[src/rtl/sram_port_arbiter.sv]
// Two-into-one sram-like port arbiter with an in-order owner-ID FIFO steering data_ok back.
// Latency: request and response paths are combinational pass-through (0 cycles); backpressure: s_req drops when DEPTH are outstanding.
// Optional ARB_RR_EN: round-robin between m0/m1; otherwise fixed priority m0 > m1.
module sram_port_arbiter #(
    parameter int DEPTH = 2
) (
    input  logic        aclk,
    input  logic        reset,

    input  logic        m0_req,
    input  logic        m0_wr,
    input  logic [1:0]  m0_size,
    input  logic [31:0] m0_addr,
    input  logic [3:0]  m0_wstrb,
    input  logic [31:0] m0_wdata,
    output logic        m0_addr_ok,
    output logic        m0_data_ok,
    output logic [31:0] m0_rdata,

    input  logic        m1_req,
    input  logic        m1_wr,
    input  logic [1:0]  m1_size,
    input  logic [31:0] m1_addr,
    input  logic [3:0]  m1_wstrb,
    input  logic [31:0] m1_wdata,
    output logic        m1_addr_ok,
    output logic        m1_data_ok,
    output logic [31:0] m1_rdata,

    output logic        s_req,
    output logic        s_wr,
    output logic [1:0]  s_size,
    output logic [31:0] s_addr,
    output logic [3:0]  s_wstrb,
    output logic [31:0] s_wdata,
    input  logic        s_addr_ok,
    input  logic        s_data_ok,
    input  logic [31:0] s_rdata,

    output logic        err
);

    localparam int PW = (DEPTH > 1) ? $clog2(DEPTH) : 1;
    localparam int CW = $clog2(DEPTH + 1);
    localparam logic [CW-1:0] FULL_CNT = CW'(DEPTH);
    localparam logic [PW-1:0] LAST_PTR = PW'(DEPTH - 1);

    logic [CW-1:0] count;
    logic [PW-1:0] head;
    logic [PW-1:0] tail;
    logic          id_mem [DEPTH];
    logic          lock;
    logic          locked_id;
    logic          prio;
    logic          grant;
    logic          push;
    logic          pop;
    logic          head_id;

    function automatic logic [PW-1:0] ptr_inc(input logic [PW-1:0] p);
        return (p == LAST_PTR) ? '0 : p + 1'b1;
    endfunction

`ifdef ARB_RR_EN
    always_ff @(posedge aclk) begin
        if (reset)
            prio <= 1'b0;
        else if (push)
            prio <= ~grant;
    end
`else
    assign prio = 1'b0;
`endif

    // A locked grant keeps the downstream request stable until it is accepted.
    always_comb begin
        grant = prio;
        if (lock)
            grant = locked_id;
        else if (m0_req && m1_req)
            grant = prio;
        else if (m1_req)
            grant = 1'b1;
        else if (m0_req)
            grant = 1'b0;
    end

    assign s_req   = ~reset & (grant ? m1_req : m0_req) & (count != FULL_CNT);
    assign s_wr    = grant ? m1_wr    : m0_wr;
    assign s_size  = grant ? m1_size  : m0_size;
    assign s_addr  = grant ? m1_addr  : m0_addr;
    assign s_wstrb = grant ? m1_wstrb : m0_wstrb;
    assign s_wdata = grant ? m1_wdata : m0_wdata;

    assign push    = s_req & s_addr_ok;
    assign pop     = ~reset & s_data_ok & (count != '0);
    assign head_id = id_mem[head];

    assign m0_addr_ok = push & ~grant;
    assign m1_addr_ok = push &  grant;
    assign m0_data_ok = pop  & ~head_id;
    assign m1_data_ok = pop  &  head_id;
    assign m0_rdata   = s_rdata;
    assign m1_rdata   = s_rdata;

    always_ff @(posedge aclk) begin
        if (push)
            id_mem[tail] <= grant;
    end

    always_ff @(posedge aclk) begin
        if (reset) begin
            count     <= '0;
            head      <= '0;
            tail      <= '0;
            lock      <= 1'b0;
            locked_id <= 1'b0;
            err       <= 1'b0;
        end else begin
            if (push)
                tail <= ptr_inc(tail);
            if (pop)
                head <= ptr_inc(head);
            case ({push, pop})
                2'b10:   count <= count + 1'b1;
                2'b01:   count <= count - 1'b1;
                default: count <= count;
            endcase
            // With s_req low (full) the lock is simply held.
            if (s_req) begin
                lock      <= ~s_addr_ok;
                locked_id <= grant;
            end
            if (s_data_ok && count == '0)
                err <= 1'b1;
        end
    end

endmodule

[config.mk]
export PLATFORM = sky130hd
export DESIGN_NAME = sram_port_arbiter
export DESIGN_NICKNAME = d
export VERILOG_FILES = /design/src/rtl/sram_port_arbiter.sv
export SDC_FILE = /design/constraint.sdc
export NUM_CORES = 1
export LEC_CHECK = 0
export BUFFER_PORTS_ARGS = -buffer_cell sky130_fd_sc_hd__buf_2
export CORE_AREA = 5 5 122 124
export CTS_BUF_LIST = sky130_fd_sc_hd__clkbuf_8
export CTS_CLUSTER_DIAMETER = 50
export DETAILED_ROUTE_END_ITERATION = 10
export DIE_AREA = 0 0 127 129
export PLACE_DENSITY = 0.52
export SLEW_MARGIN = 20
export SYNTH_ARGS = -nofsm -noshare
export SYNTH_HDL_FRONTEND = slang
export SYNTH_SLANG_ARGS = --single-unit
[constraint.sdc]
create_clock -name aclk -period 1.89 [get_ports aclk]
set_input_delay 0.189 -clock aclk [delete_from_list [all_inputs] [get_ports aclk]]
set_output_delay 0.189 -clock aclk [all_outputs]
set_load 0.02 [all_outputs]
==> reports/metrics.csv <==
stage;metric;value;unit
timing;Max Fclk;530.4;MHz
critical_path;CP Capture Point;s_wdata[12];
synth;Yosys reg bits;10;
status;status;complete, no violations;
clock_tree;# H-tree levels;1;
power_and_ir_drop;clock power share;0.157;
layout;layout cells sized above 1;0.8663;
clock_tree;CTS buffer count;3;
synth;count leader, synth;mux2_2;
clock_tree;Reg clk slew, reported paths;50;ps
drt;number of DRC markers in iteration 0;54;
floorplan;Die Y;129;um
critical_path;CP Launch Type;register;
layout;Finished Core Util;0.2169;
flow_run;maxcap violations;0;
timing;RSZ-0062 raised after global routing;yes;
min_path;hold crit path type;in -> reg;
synth;most area-hungry cell type in the Yosys netlist;mux2_2;
clock_tree;Max Root-Sink Buffers;2;
drt;DRC errors left;0;
critical_path;critical path class;reg -> out;
timing;final hold slack;197.3;ps
floorplan;Die Area;16380;um2
synth;synthesized net count;375;
synth;Synth Cell Area;1838;um2
critical_path;reg2reg path depth;6;
timing;Max transition margin;0.8519;
synth;top_reg_cell synth;dfxtp_1;
timing;Tcrit/Tclk final;0.9976;
timing;Final Critical Period;1885;ps
synth;Post-Syn Instances;194;
power_and_ir_drop;share of power burned in registers;0.179;
synth;Mean Syn Cell Area;9.474;um2
critical_path;Critical R2R Launch;count[0];
drt;Vias;1971;
synth;sequential share of the synthesized area;0.1198;
global_route;total track usage;0.1050;
synth;ys async rst share;0;
timing;Worst-Margin Slew;219.8;ps
power_and_ir_drop;Pwr Density;482.5;nW/um2
drt;post-route ant nets;0;
critical_path;R2R setup slack;180;ps
timing;max-slew violations;0;
clock_tree;Root Buffer;clkbuf_8;
power_and_ir_drop;VDD IR max;195.8;uV
synth;Post-synth EDFFs;2;
synth;post-synthesis cell type count;27;
placement;IO Port Bufs;224;
synth;YS warnings;0;
timing;Final setup viols;0;
placement;Routability Congestion;0.7681;
global_route;global-route wire length before repair;12.81;mm
critical_path;Worst EP arrival;1700;ps
critical_path;CP required;1700;ps
critical_path;worst r2r dst;count[1];
power_and_ir_drop;Switch Pwr;0.0005735;W
synth;ranking of synthesized cells by area;mux2_2 43%, buf_4 26%, dfxtp_1 8.7%, clkbuf_8 3.7%, edfxtp_1 3.3%;
global_route;Remaining Overflow, GRT;0;
power_and_ir_drop;Comb power frac;0.664;
clock_tree;later-pin clock latency in the skew report;240;ps
floorplan;core area;13670;um2
global_route;initial antenna violation count;3;
critical_path;Crit Path Max Fanout;14;
timing;skew final;6.446;ps
global_route;vias in the first global route;1975;
floorplan;io pins;321;
layout;Ant. Diodes;0;
critical_path;Critical Path Start;lock;
critical_path;Setup crit end kind;primary output;
drt;Pre-Repair DR Iteration Count;3;
synth;Commonest cells post-synth;71 x mux2_2, 64 x buf_4, 12 x nor2_1;
global_route;largest net degree at the start of global routing;29;
floorplan;Site Rows;43;
power_and_ir_drop;Pint;0.0008565;W
drt;vias per cell;3.657;
synth;Yosys top cell area share;0.4350;
floorplan;Starting Density;0.1345;
clock_tree;CTS tree;yes;
drt;Routed WL per cell;18.79;um
power_and_ir_drop;switching share of power;0.4011;
drt;final wirelength;10.13;mm
layout;Area Overhead vs Synth;61.27;%
floorplan;die extent in x;127;um
placement;Detail Placement HPWL;8.441;mm
clock_tree;CTS Sinks;10;
layout;fill count;1528;
power_and_ir_drop;Leak;1.596;nW
layout;# nets final;541;
timing;final hold violation count;0;
what timing repair did:
| item | in CTS | in global routing |
|---|---|---|
| hold buffers | 0 | 0 |
| gates cloned | 2 | 1 |
| endpoints found under the setup margin | 71 | 71 |
| hold endpoints to repair | 0 | 0 |
| pin swaps | 1 | 0 |
| buffers inserted | 1 | 0 |
| gates resized for setup | 14 | 41 |
worst max-delay path, cell delays in order (launching register included):
cell and delay, ps:
dfxtp_4 350, a22oi_2 190, buf_6 200, clkbuf_16 210
mux2_2 340, buf_2 160
worst min-delay path by stage:
stage	slack, ps	startpoint	depth (start not counted)	end
floorplan	290	m0_req	1	locked_id
global placement	380	s_rdata[21]	0	m0_rdata[21]
detailed placement	380	s_rdata[21]	0	m0_rdata[21]
CTS	200	s_data_ok	3	err
global route	240	s_data_ok	3	err
finish	200	s_data_ok	3	err
registers in the layout, summed over array words and instances (netlist names), named ones only:
| register | flops |
|---|---|
| tail | 1 |
| lock | 1 |
| id_mem | 2 |
| err | 1 |
| count | 2 |
| locked_id | 1 |
| head | 1 |
through the flow:
step           worst slack (ps)  instance area (um2)  std cells  total power, W  TNS (ps)
6_report                  4.513                 2964        539        0.001430         0
5_1_grt                  -70.35                 2964        539        0.001519     -2691
4_1_cts                  -37.81                 2808        538        0.001388    -739.8
3_5_place_dp              90.03                 2659        531        0.001100         0
3_3_place_gp              91.06                 2659        531        0.001099         0
2_1_floorplan             117.0                 1838        194       0.0009533         0
power groups by stage:
| stage | Combinational [W] | Clock [W] | Sequential [W] |
|---|---|---|---|
| 3_3_place_gp | 0.000839 | 0 | 0.000259 |
| 5_1_grt | 0.00101 | 0.000246 | 0.000259 |
| 3_5_place_dp | 0.000840 | 0 | 0.000260 |
| 4_1_cts | 0.000899 | 0.000233 | 0.000256 |
| 2_1_floorplan | 0.000694 | 0 | 0.000259 |
| 6_report | 0.000950 | 0.000225 | 0.000256 |
cells by family (layout without fill, tap and decap cells):
| family | Yosys count | count (layout) | share of synthesized area |
|---|---|---|---|
| xor+xnor | 3 | 3 | 0.01430 |
| buf+inv | 75 | 240 | 0.3240 |
| fa+ha+maj | 1 | 1 | 0.006806 |
| simple gates | 23 | 23 | 0.05786 |
| mux | 73 | 73 | 0.4459 |
| compound gates | 9 | 9 | 0.03132 |
| flops | 10 | 10 | 0.1198 |
final cells by class:
| type | instances | area [um2] | share of cell area |
|---|---|---|---|
| clock inverter | 1 | 3.754 | 0.001266 |
| clock buffer | 3 | 41.29 | 0.01393 |
| tap | 180 | 225.2 | 0.07598 |
| timing repair buffer | 234 | 1373 | 0.4631 |
| sequential | 10 | 224.0 | 0.07556 |
| multi-input combinational | 109 | 1090 | 0.3677 |
| inverter | 2 | 7.507 | 0.002533 |
layout by cell type, fill, tap and decap left out, drive strengths merged:
cell type	count
mux2	71
o21a	1
nor2	12
o21ai	2
nor4	1
xor2	2
buf	233
xnor2	1
a21oi	3
clkinv	1
dfxtp	8
inv	2
and2	2
clkbuf	4
o211a	1
nor3	1
or3	1
a22oi	1
and3	1
nor2b	2
edfxtp	2
nand2	2
a211oi	1
ha	1
mux2i	2
nand3	1
metal layers:
layer	GRT usage	wire length, um	up-vias
met5	0	7	-
met4	0.01262	56	2
li1	-	-	937
met3	0.04608	1154	13
met2	0.1610	4484	155
met1	0.1410	4426	864
(Power assumes the default switching activity.)
